==> config.mk <==
export PLATFORM = sky130hd
export DESIGN_NAME = fwd_hazard_unit_flat
export DESIGN_NICKNAME = d
export VERILOG_FILES = /design/src/rtl/fwd_hazard_unit_if.sv /design/src/rtl/fwd_hazard_unit.sv /design/src/flat_wrapper.sv
export SDC_FILE = /design/constraint.sdc
export NUM_CORES = 1
export LEC_CHECK = 0
export BUFFER_PORTS_ARGS = -buffer_cell sky130_fd_sc_hd__buf_2
export CAP_MARGIN = 20
export CELL_PAD_IN_SITES_DETAIL_PLACEMENT = 2
export CELL_PAD_IN_SITES_GLOBAL_PLACEMENT = 2
export CORE_MARGIN = 2
export CORE_UTILIZATION = 34
export DETAILED_ROUTE_END_ITERATION = 16
export GPL_ROUTABILITY_DRIVEN = 0
export PLACE_DENSITY_LB_ADDON = 0.1
export SLEW_MARGIN = 20
export SYNTH_ARGS = -nofsm -noshare
export SYNTH_HDL_FRONTEND = slang
export SYNTH_SLANG_ARGS = --single-unit
==> constraint.sdc <==
create_clock -name clk -period 2.6 [get_ports clk]
set_input_delay 0.26 -clock clk [delete_from_list [all_inputs] [get_ports clk]]
set_output_delay 0.26 -clock clk [all_outputs]
set_load 0.005 [all_outputs]
==> src/rtl/fwd_hazard_unit_if.sv <==
// ID-stage instruction fields into the forwarding/hazard unit, and the
// forward selects, stall and stall counter it returns.
interface fwd_hazard_unit_if #(
    parameter int CNT_W = 16
);
    logic             id_valid;
    logic [4:0]       id_rs;
    logic [4:0]       id_rt;
    logic [4:0]       id_rd;
    logic             id_regwrite;
    logic             id_memread;
    logic             flush;
    logic [1:0]       fa;
    logic [1:0]       fb;
    logic             stall;
    logic [CNT_W-1:0] stall_cnt;

    modport master (
        output id_valid, id_rs, id_rt, id_rd, id_regwrite, id_memread, flush,
        input  fa, fb, stall, stall_cnt
    );

    modport slave (
        input  id_valid, id_rs, id_rt, id_rd, id_regwrite, id_memread, flush,
        output fa, fb, stall, stall_cnt
    );
endinterface

==> src/rtl/fwd_hazard_unit.sv <==
// Operand forwarding and load-use hazard detection for a 5-stage pipeline.
// Tracks ID/EX, EX/MEM and MEM/WB register usage; counts stall cycles.
module fwd_hazard_unit #(
    parameter int CNT_W = 16
) (
    input logic               clk,
    input logic               rst,
    fwd_hazard_unit_if.slave  bus
);

    // ID/EX tracking
    logic       ex_valid;
    logic [4:0] ex_rs;
    logic [4:0] ex_rt;
    logic [4:0] ex_rd;
    logic       ex_regwrite;
    logic       ex_memread;
    // EX/MEM tracking
    logic       mem_valid;
    logic [4:0] mem_rd;
    logic       mem_regwrite;
    // MEM/WB tracking
    logic       wb_valid;
    logic [4:0] wb_rd;
    logic       wb_regwrite;

    logic [CNT_W-1:0] cnt_q;
    logic             stall;
    logic             bubble;

    function automatic logic [CNT_W-1:0] sat_inc(input logic [CNT_W-1:0] v);
        if (&v) return v;
        return v + 1'b1;
    endfunction

    // Newest producer (EX/MEM) wins over MEM/WB; r0 is never forwarded.
    function automatic logic [1:0] fwd_sel(
        input logic       r_valid,
        input logic [4:0] r,
        input logic       mv, input logic mw, input logic [4:0] md,
        input logic       wv, input logic ww, input logic [4:0] wd
    );
        if (!r_valid)                              return 2'b00;
        if (mv && mw && (md != 5'd0) && (md == r)) return 2'b10;
        if (wv && ww && (wd != 5'd0) && (wd == r)) return 2'b01;
        return 2'b00;
    endfunction

    assign stall = bus.id_valid && ex_valid && ex_memread && (ex_rd != 5'd0) &&
                   ((ex_rd == bus.id_rs) || (ex_rd == bus.id_rt));
    assign bubble = bus.flush || stall;

    always_ff @(posedge clk) begin
        if (rst) begin
            ex_valid     <= 1'b0;
            ex_rs        <= 5'd0;
            ex_rt        <= 5'd0;
            ex_rd        <= 5'd0;
            ex_regwrite  <= 1'b0;
            ex_memread   <= 1'b0;
            mem_valid    <= 1'b0;
            mem_rd       <= 5'd0;
            mem_regwrite <= 1'b0;
            wb_valid     <= 1'b0;
            wb_rd        <= 5'd0;
            wb_regwrite  <= 1'b0;
            cnt_q        <= '0;
        end else begin
            if (bubble) begin
                ex_valid    <= 1'b0;
                ex_rs       <= 5'd0;
                ex_rt       <= 5'd0;
                ex_rd       <= 5'd0;
                ex_regwrite <= 1'b0;
                ex_memread  <= 1'b0;
            end else begin
                ex_valid    <= bus.id_valid;
                ex_rs       <= bus.id_rs;
                ex_rt       <= bus.id_rt;
                ex_rd       <= bus.id_rd;
                ex_regwrite <= bus.id_regwrite;
                ex_memread  <= bus.id_memread;
            end
            // EX/MEM boundary
            mem_valid    <= ex_valid;
            mem_rd       <= ex_rd;
            mem_regwrite <= ex_regwrite;
            // MEM/WB boundary
            wb_valid     <= mem_valid;
            wb_rd        <= mem_rd;
            wb_regwrite  <= mem_regwrite;
            // A flushed slot would have been squashed anyway, so it is not a stall cycle.
            if (stall && !bus.flush)
                cnt_q <= sat_inc(cnt_q);
        end
    end

    assign bus.fa        = fwd_sel(ex_valid, ex_rs, mem_valid, mem_regwrite, mem_rd,
                                   wb_valid, wb_regwrite, wb_rd);
    assign bus.fb        = fwd_sel(ex_valid, ex_rt, mem_valid, mem_regwrite, mem_rd,
                                   wb_valid, wb_regwrite, wb_rd);
    assign bus.stall     = stall;
    assign bus.stall_cnt = cnt_q;

endmodule

==> src/flat_wrapper.sv <==
// flat-port wrapper written by rule: the top's interface ports become plain ports
module fwd_hazard_unit_flat 
#(
    parameter int CNT_W = 16
)
  (clk, rst, bus_id_valid, bus_id_rs, bus_id_rt, bus_id_rd, bus_id_regwrite, bus_id_memread, bus_flush, bus_fa, bus_fb, bus_stall, bus_stall_cnt);
  fwd_hazard_unit_if #(.CNT_W(CNT_W)) bus_i ();
  input logic clk;
  input logic rst;
  input wire logic [$bits(bus_i.id_valid)-1:0] bus_id_valid;
  input wire logic [$bits(bus_i.id_rs)-1:0] bus_id_rs;
  input wire logic [$bits(bus_i.id_rt)-1:0] bus_id_rt;
  input wire logic [$bits(bus_i.id_rd)-1:0] bus_id_rd;
  input wire logic [$bits(bus_i.id_regwrite)-1:0] bus_id_regwrite;
  input wire logic [$bits(bus_i.id_memread)-1:0] bus_id_memread;
  input wire logic [$bits(bus_i.flush)-1:0] bus_flush;
  output wire logic [$bits(bus_i.fa)-1:0] bus_fa;
  output wire logic [$bits(bus_i.fb)-1:0] bus_fb;
  output wire logic [$bits(bus_i.stall)-1:0] bus_stall;
  output wire logic [$bits(bus_i.stall_cnt)-1:0] bus_stall_cnt;
  assign bus_i.id_valid = bus_id_valid;
  assign bus_i.id_rs = bus_id_rs;
  assign bus_i.id_rt = bus_id_rt;
  assign bus_i.id_rd = bus_id_rd;
  assign bus_i.id_regwrite = bus_id_regwrite;
  assign bus_i.id_memread = bus_id_memread;
  assign bus_i.flush = bus_flush;
  assign bus_fa = bus_i.fa;
  assign bus_fb = bus_i.fb;
  assign bus_stall = bus_i.stall;
  assign bus_stall_cnt = bus_i.stall_cnt;
  fwd_hazard_unit #(.CNT_W(CNT_W)) u_core (.clk(clk), .rst(rst), .bus(bus_i));
endmodule
==> impl_results.md, run 1 <==
* Status: finished, final reports clean
* Post-synth top area share at between 40% and 50%
* Post-synth top cells: dfxtp_1 (48), xor2_1 (22), and2_1 (20)
* Netlist Area Pre-Place at between 2000 and 2500 sq um
* Slew margin rel. at a little over two thirds
* Post-Syn Nets at roughly 250
* CTS resizes at 0
* Die width at about 85 um
* CTS tree: yes
* Crit Reg-Reg Startpoint: u_core.ex_rd[0]$_SDFF_PP0_
* Port Buf Inserts at between 40 and 50
* Data required time at the worst endpoint at 2340 ps
* 1st-pass router iterations at 4
* DRT Wirelength at around 5600 um
* Global-route wire length before repair at about 9600 um
* CP endpoint: bus_fb[0]
* Post-DRT Antenna Nets at 0
* Power per cell area at 544 nW/um^2
* Max Clk Rate at ~450 MHz
* Unique masters post-synth at 48
* Largest net degree at the start of global routing at 27
* Metal1 wirelength at around 2800 um
* Synthesis-to-layout area growth at 18.0%
* Max Transition Viols Final at 0
* Routed wire per std cell at ~16 um
* Worst Path Arrival at approximately 2000 ps
* Setup TNS at 0 ps
* Vias in the first global route at just under 2000
* GRT Total Usage at 16.7%
* Fill cells at a little over 700
* Core box area at 6390 sq um
* Worst slew pin tran at 450 ps
* Skew-Pair Late Insertion Delay at around 300 ps
* Rows at 29
* Most instantiated library cell after synthesis: dfxtp_1
* Ant diodes at 0
* Multi-input gate area at roughly 1200 sq um
* DRC Markers at 0
* Area of placed instances at about 2500 sq um
* Post-Synthesis Cells at 227
* Peak VDD IR at ~0.35 mV
* Cells on worst reg2reg path at 6
* H-tree levels at 2
* Layout cells sized above 1 at between 20% and 30%
* DR vias/cell at 5.19
* Final Cycle Share at a little under nine tenths
* Worst R2R Setup Slack at 600 ps
* Routed wl met3 at 189 um
* Post-Layout Cell Count at around 350
* Max-cap violation count at 0
* CTS buffer count at 5
* Post-CTS Setup Bufs at 0
* Crit Path Max Fanout at 4
* Minimum clock period at ~2200 ps
* Post-synth EDFFs at 0
* Unrepaired setup endpoints after global routing: no
* Final Hold Viols at 0
* Pwr Total at ~1.4 mW
* Final HPWL DP at approximately 4300 um
* Ranking of synthesized cells by area: dfxtp_1 (43%), xor2_1 (8.6%), and2_1 (5.6%)
* Clk_skew at 11.0 ps
* Placed Cells at about 340
* CP startpoint: u_core.mem_rd[0]$_SDFF_PP0_
* Synthesis-stage register bit count at 48
* CTS Root Cell: clkbuf_8
* Initial antenna violation count at 0
* Synth warn at 0
* Reg area at around 960 sq um
* Worst min path class: in -> reg
* Reg2reg end: u_core.bus.stall_cnt[0]$_SDFFE_PP0P_
* Final number of setup-violating endpoints at 0
* Congestion Overflow GR at 0
* Leak at ~1.1 nW
* DIE AREA at slightly above 7000 sq um
* Initial Util at between 30% and 40%
* Synth Flop Type: dfxtp_1
* Clk slew on worst S/H paths at roughly 90 ps
* Clock Sink Count at 48
* Fin nets at between 200 and 300
* Seq/Total Area, Yosys at a little over two fifths
* Die H at roughly 85 um
* DR vias at around 1800
* CP startpoint kind: register
* Met2 routed WL at ~2600 um
* Leading area contributor after synthesis: dfxtp_1
* Final Cell Area at between 2000 and 3000 sq um
* Top Layer Used: met4
* Hold-fix buffers, CTS at 0
* # IOs at 42
* CP Capture Type: output port
* Drt first-iter violations at 39
* FFs w/ async S/R, synth at 0%
* Mapped Avg Cell Area at around 9.9 sq um
* CP Class: reg -> out
* Clock Path Buffers at 2
flip-flops by register name, summed over array words and instances, names as in the netlist:
| signal | cells |
|---|---|
| u_core.bus.stall_cnt | 16 |
| u_core.ex_memread | 1 |
| u_core.ex_rd | 5 |
| u_core.ex_regwrite | 1 |
| u_core.ex_rs | 5 |
| u_core.ex_rt | 5 |
| u_core.ex_valid | 1 |
| u_core.mem_rd | 5 |
| u_core.mem_regwrite | 1 |
| u_core.mem_valid | 1 |
| u_core.wb_rd | 5 |
| u_core.wb_regwrite | 1 |
| u_core.wb_valid | 1 |
power breakdown:
| group | internal (mW) | switching (mW) | leakage [nW] |
|---|---|---|---|
| Combinational | 0.0456 | 0.0509 | 0.664 |
| Clock | 0.315 | 0.263 | 0.0614 |
| Sequential | 0.751 | 0.0164 | 0.390 |
logic make-up (layout without fill, tap and decap cells):
| family | Yosys count | count (layout) | synth area share (%) |
|---|---|---|---|
| buf+inv | 10 | 55 | 2.67 |
| compound gates | 27 | 27 | 8.57 |
| fa+ha+maj | 1 | 1 | 0.557 |
| flops | 48 | 48 | 42.8 |
| simple gates | 105 | 105 | 30.1 |
| xor+xnor | 30 | 30 | 11.7 |
| mux | 6 | 6 | 3.62 |
placed cells by master, fill, tap and decap left out, types with 2 or more instances in the layout:
master / Yosys / layout
nand4_1: 4 / 4
xor2_1: 22 / 22
nor2_1: 9 / 9
nand3_1: 8 / 8
nor2b_1: 19 / 19
nand2_1: 7 / 7
buf_2: 2 / 41
o31ai_1: 7 / 7
xnor2_1: 8 / 8
and2_1: 20 / 20
nor4_1: 4 / 4
and4_1: 2 / 2
o41ai_1: 2 / 2
nor3_1: 4 / 4
a21oi_1: 9 / 9
nand2b_1: 2 / 2
or4_1: 11 / 11
clkbuf_8: 0 / 6
nor4_2: 3 / 3
buf_4: 0 / 5
mux2_4: 4 / 4
o2111ai_1: 2 / 2
dfxtp_1: 48 / 48
worst max-delay path: stages (launching register included):
cell and delay (ps):
dfxtp_1 350, or4_1 540, o211ai_1 240, nor4_1 130, nor4_1 260, buf_2 150
worst min-delay path by stage:
stage,from,cells past startpoint,to
4_1_cts,bus_id_rd[4],2,u_core.ex_rd[4]$_SDFF_PP0_
3_3_place_gp,u_core.mem_regwrite$_SDFF_PP0_,1,u_core.wb_regwrite$_SDFF_PP0_
3_5_place_dp,u_core.mem_regwrite$_SDFF_PP0_,1,u_core.wb_regwrite$_SDFF_PP0_
6_report,bus_id_rd[4],2,u_core.ex_rd[4]$_SDFF_PP0_
5_1_grt,bus_id_rd[3],2,u_core.ex_rd[3]$_SDFF_PP0_
2_1_floorplan,bus_id_memread,1,u_core.ex_memread$_SDFF_PP0_
metal layers:
layer / global-route usage [%] / vias up
li1: - / 904
met1: 23.3 / 873
met2: 25.9 / 32
met3: 3.79 / 2
met4: 4.33 / 0
met5: 0 / -
area by class of cell:
cell class                 instances  share of cell area, %
multi-input combinational        169                   46.2
sequential                        48                   36.2
timing repair buffer              46                   9.16
tap                               77                   3.63
clock buffer                       6                   3.11
clock inverter                     2                   1.46
inverter                           1                  0.142
stage by stage:
step	util (%)	hold slack (ps)	worst slack [ps]
floorplan	-	382	796
global placement	39.6	460	623
detailed placement	39.6	463	600
CTS	41.5	136	334
global route	41.5	137	194
finish	41.5	151	368
Power figures use the tool's default switching activity.
==> inputs of run 2 (changes only) <==
--- a/config.mk
+++ b/config.mk
@@ -9,6 +9,7 @@
 export CAP_MARGIN = 20
 export CELL_PAD_IN_SITES_DETAIL_PLACEMENT = 2
 export CELL_PAD_IN_SITES_GLOBAL_PLACEMENT = 2
+export CORE_ASPECT_RATIO = 1.2
 export CORE_MARGIN = 2
 export CORE_UTILIZATION = 34
 export DETAILED_ROUTE_END_ITERATION = 16
==> constraint.sdc (replaced) <==
create_clock -name clk -period 2.6 [get_ports clk]
set_input_delay 0.26 -clock clk [delete_from_list [all_inputs] [get_ports clk]]
set_output_delay 0.26 -clock clk [all_outputs]
set_load 0.01 [all_outputs]
==> impl_results.md, run 2 (synthesized netlist as in run 1, its figures left out) <==
* Layout cells sized above 1 at 25.5% (-0.27 points)
* CP endpoint: bus_fb[0]
* Congestion Overflow GR at 0 (unchanged)
* Worst slew pin tran at 463 ps (+13.3 ps)
* Post-CTS Setup Bufs at 0 (unchanged)
* DRT Wirelength at 5750 um (+2.2%)
* CP Class: reg -> out
* Post-DRT Antenna Nets at 0 (unchanged)
* Skew-Pair Late Insertion Delay at 300 ps (about the same)
* Worst Path Arrival at 2000 ps (+30 ps)
* Fin nets at 292 (-0.34%)
* Multi-input gate area at 1230 sq um (unchanged)
* Crit Path Max Fanout at 4 (unchanged)
* Max-cap violation count at 0 (unchanged)
* Die H at 93.1 um (+9.1%)
* Synthesis-to-layout area growth at 17.8%
* Data required time at the worst endpoint at 2340 ps (about the same)
* Most frequent cells in the layout: dfxtp_1 (48), buf_2 (41), xor2_1 (22)
* WHS at 154 ps (+3.00 ps)
* Routed wire per std cell at 16.1 um (+0.16%)
* Cells on worst reg2reg path at 6 (unchanged)
* Final Hold Viols at 0 (unchanged)
* CTS buffer count at 5 (unchanged)
* Reg2reg end: u_core.bus.stall_cnt[4]$_SDFFE_PP0P_
* GRT Total Usage at 16.8% (+0.14 points)
* Minimum clock period at 2260 ps (+27.2 ps)
* Max Transition Viols Final at 0 (unchanged)
* Final Cycle Share at 86.9% (+1.0 points)
* Crit Reg-Reg Startpoint: u_core.ex_rd[1]$_SDFF_PP0_
* Clock Path Buffers at 2 (unchanged)
* 1st-pass router iterations at 5 (+1)
* DR vias/cell at 5.10 (-1.7%)
* CTS tree: yes
* Max Clk Rate at 443 MHz (-1.2%)
* Fill cells at 732 (+0.83%)
* Leak at 1.10 nW (-1.1%)
* H-tree levels at 2 (unchanged)
* Final HPWL DP at 4460 um (+4.5%)
* # IOs at 42 (unchanged)
* Ant diodes at 0 (unchanged)
* CP Capture Type: output port
* Largest net degree at the start of global routing at 27 (unchanged)
* CTS Root Cell: clkbuf_8
* Setup TNS at 0 ps (unchanged)
* DIE AREA at 7280 sq um (about the same)
* Worst R2R Setup Slack at 560 ps (-40 ps)
* GR Util met1 at 21.0% (-2.3 points)
* Drt first-iter violations at 35 (-10%)
* Slew margin rel. at 69.1% (-0.61 points)
* Initial antenna violation count at 0 (unchanged)
* DRC Markers at 0 (unchanged)
* Core box area at 6410 sq um (+0.31%)
* DR vias at 1816 (+0.28%)
* Unrepaired setup endpoints after global routing: no
* Initial Util at 35.1% (-0.11 points)
* Global-route wire length before repair at 9650 um (+0.65%)
* Max reg flops at 16 (unchanged)
* Power per cell area at 534 nW/um^2 (-1.8%)
* Rows at 32 (+10%)
* M3 GR Usage at 3.09% (-0.70 points)
* Hold-fix buffers, CTS at 0 (unchanged)
* Area of placed instances at 2530 sq um (about the same)
* Port Buf Inserts at 41 (unchanged)
* CP startpoint kind: register
* Final number of setup-violating endpoints at 0 (unchanged)
* Die width at 78.2 um (-8.3%)
* CP startpoint: u_core.mem_rd[0]$_SDFF_PP0_
* Clk slew on worst S/H paths at 90 ps (about the same)
* Busiest grt layer: met2
* Met2 Use GR at 29.7% (+3.7 points)
* Reg area at 961 sq um (unchanged)
* CTS resizes at 0 (unchanged)
* Worst min path class: in -> reg
* Most common cell after layout, fill and taps aside: dfxtp_1
* Peak VDD IR at 0.301 mV (-14%)
* Clk_skew at 3.21 ps (-7.84 ps)
* Vias in the first global route at 1920 (-1.3%)
* Status: finished, final reports clean
* Final Cell Area at 2650 sq um (-0.14%)
* Clock Sink Count at 48 (unchanged)
run 2: cell count changes in the layout (fill, tap and decap cells not counted):
cell,previous run,this run
buf_4,5,4
clkbuf_8,6,5
clkinv_4,1,0
clkinvlp_4,0,1
inv_6,0,1
run 2: per-layer routing:
layer  part of all wire (%)  wire, um
met5                      0         0
met4                   0.70        40
met3                    2.9       165
met2                     50      2870
met1                     46      2670
run 2: power breakdown:
part / switching, mW / internal, mW / leakage (nW)
clock: 0.261 / 0.290 / 0.0548
combinational: 0.0503 / 0.0449 / 0.659
sequential: 0.0174 / 0.751 / 0.390
total: 0.329 / 1.09 / 1.10
run 2: cell type report:
type                    instances  share of cell area [%]
clock inverters                 3                    1.75
clock buffers                   5                    2.60
multi-input cells             169                    46.3
repair buffers                 45                    8.88
well taps                      85                    4.02
flip-flops and latches         48                    36.3
inverters                       1                   0.142
run 2: worst min-delay path by stage:
stage | from | endpoint | slack [ps] | depth (start not counted)
final | bus_id_rd[4] | u_core.ex_rd[4]$_SDFF_PP0_ | 150 | 2
after global placement | bus_id_memread | u_core.ex_memread$_SDFF_PP0_ | 460 | 2
after global routing | bus_id_memread | u_core.ex_memread$_SDFF_PP0_ | 140 | 2
after floorplan | bus_id_memread | u_core.ex_memread$_SDFF_PP0_ | 380 | 1
after CTS | bus_id_rd[4] | u_core.ex_rd[4]$_SDFF_PP0_ | 140 | 2
after detailed placement | bus_id_rd[4] | u_core.ex_rd[4]$_SDFF_PP0_ | 470 | 2
run 2: per-stage QoR:
step	power [mW]	worst slack [ps]	instances	util [%]
after floorplan	0.842	750	227	-
after detailed placement	0.882	567	348	39.5
after global placement	0.879	610	348	39.5
after global routing	1.50	128	356	41.3
final	1.41	341	356	41.3
after CTS	1.44	283	356	41.3
run 2: worst max-delay path, cell delays in order (launching register included):
cell and delay [ps]:
dfxtp_1 360, or4_1 540, o211ai_1 230, nor4_1 120, nor4_1 270, buf_2 170
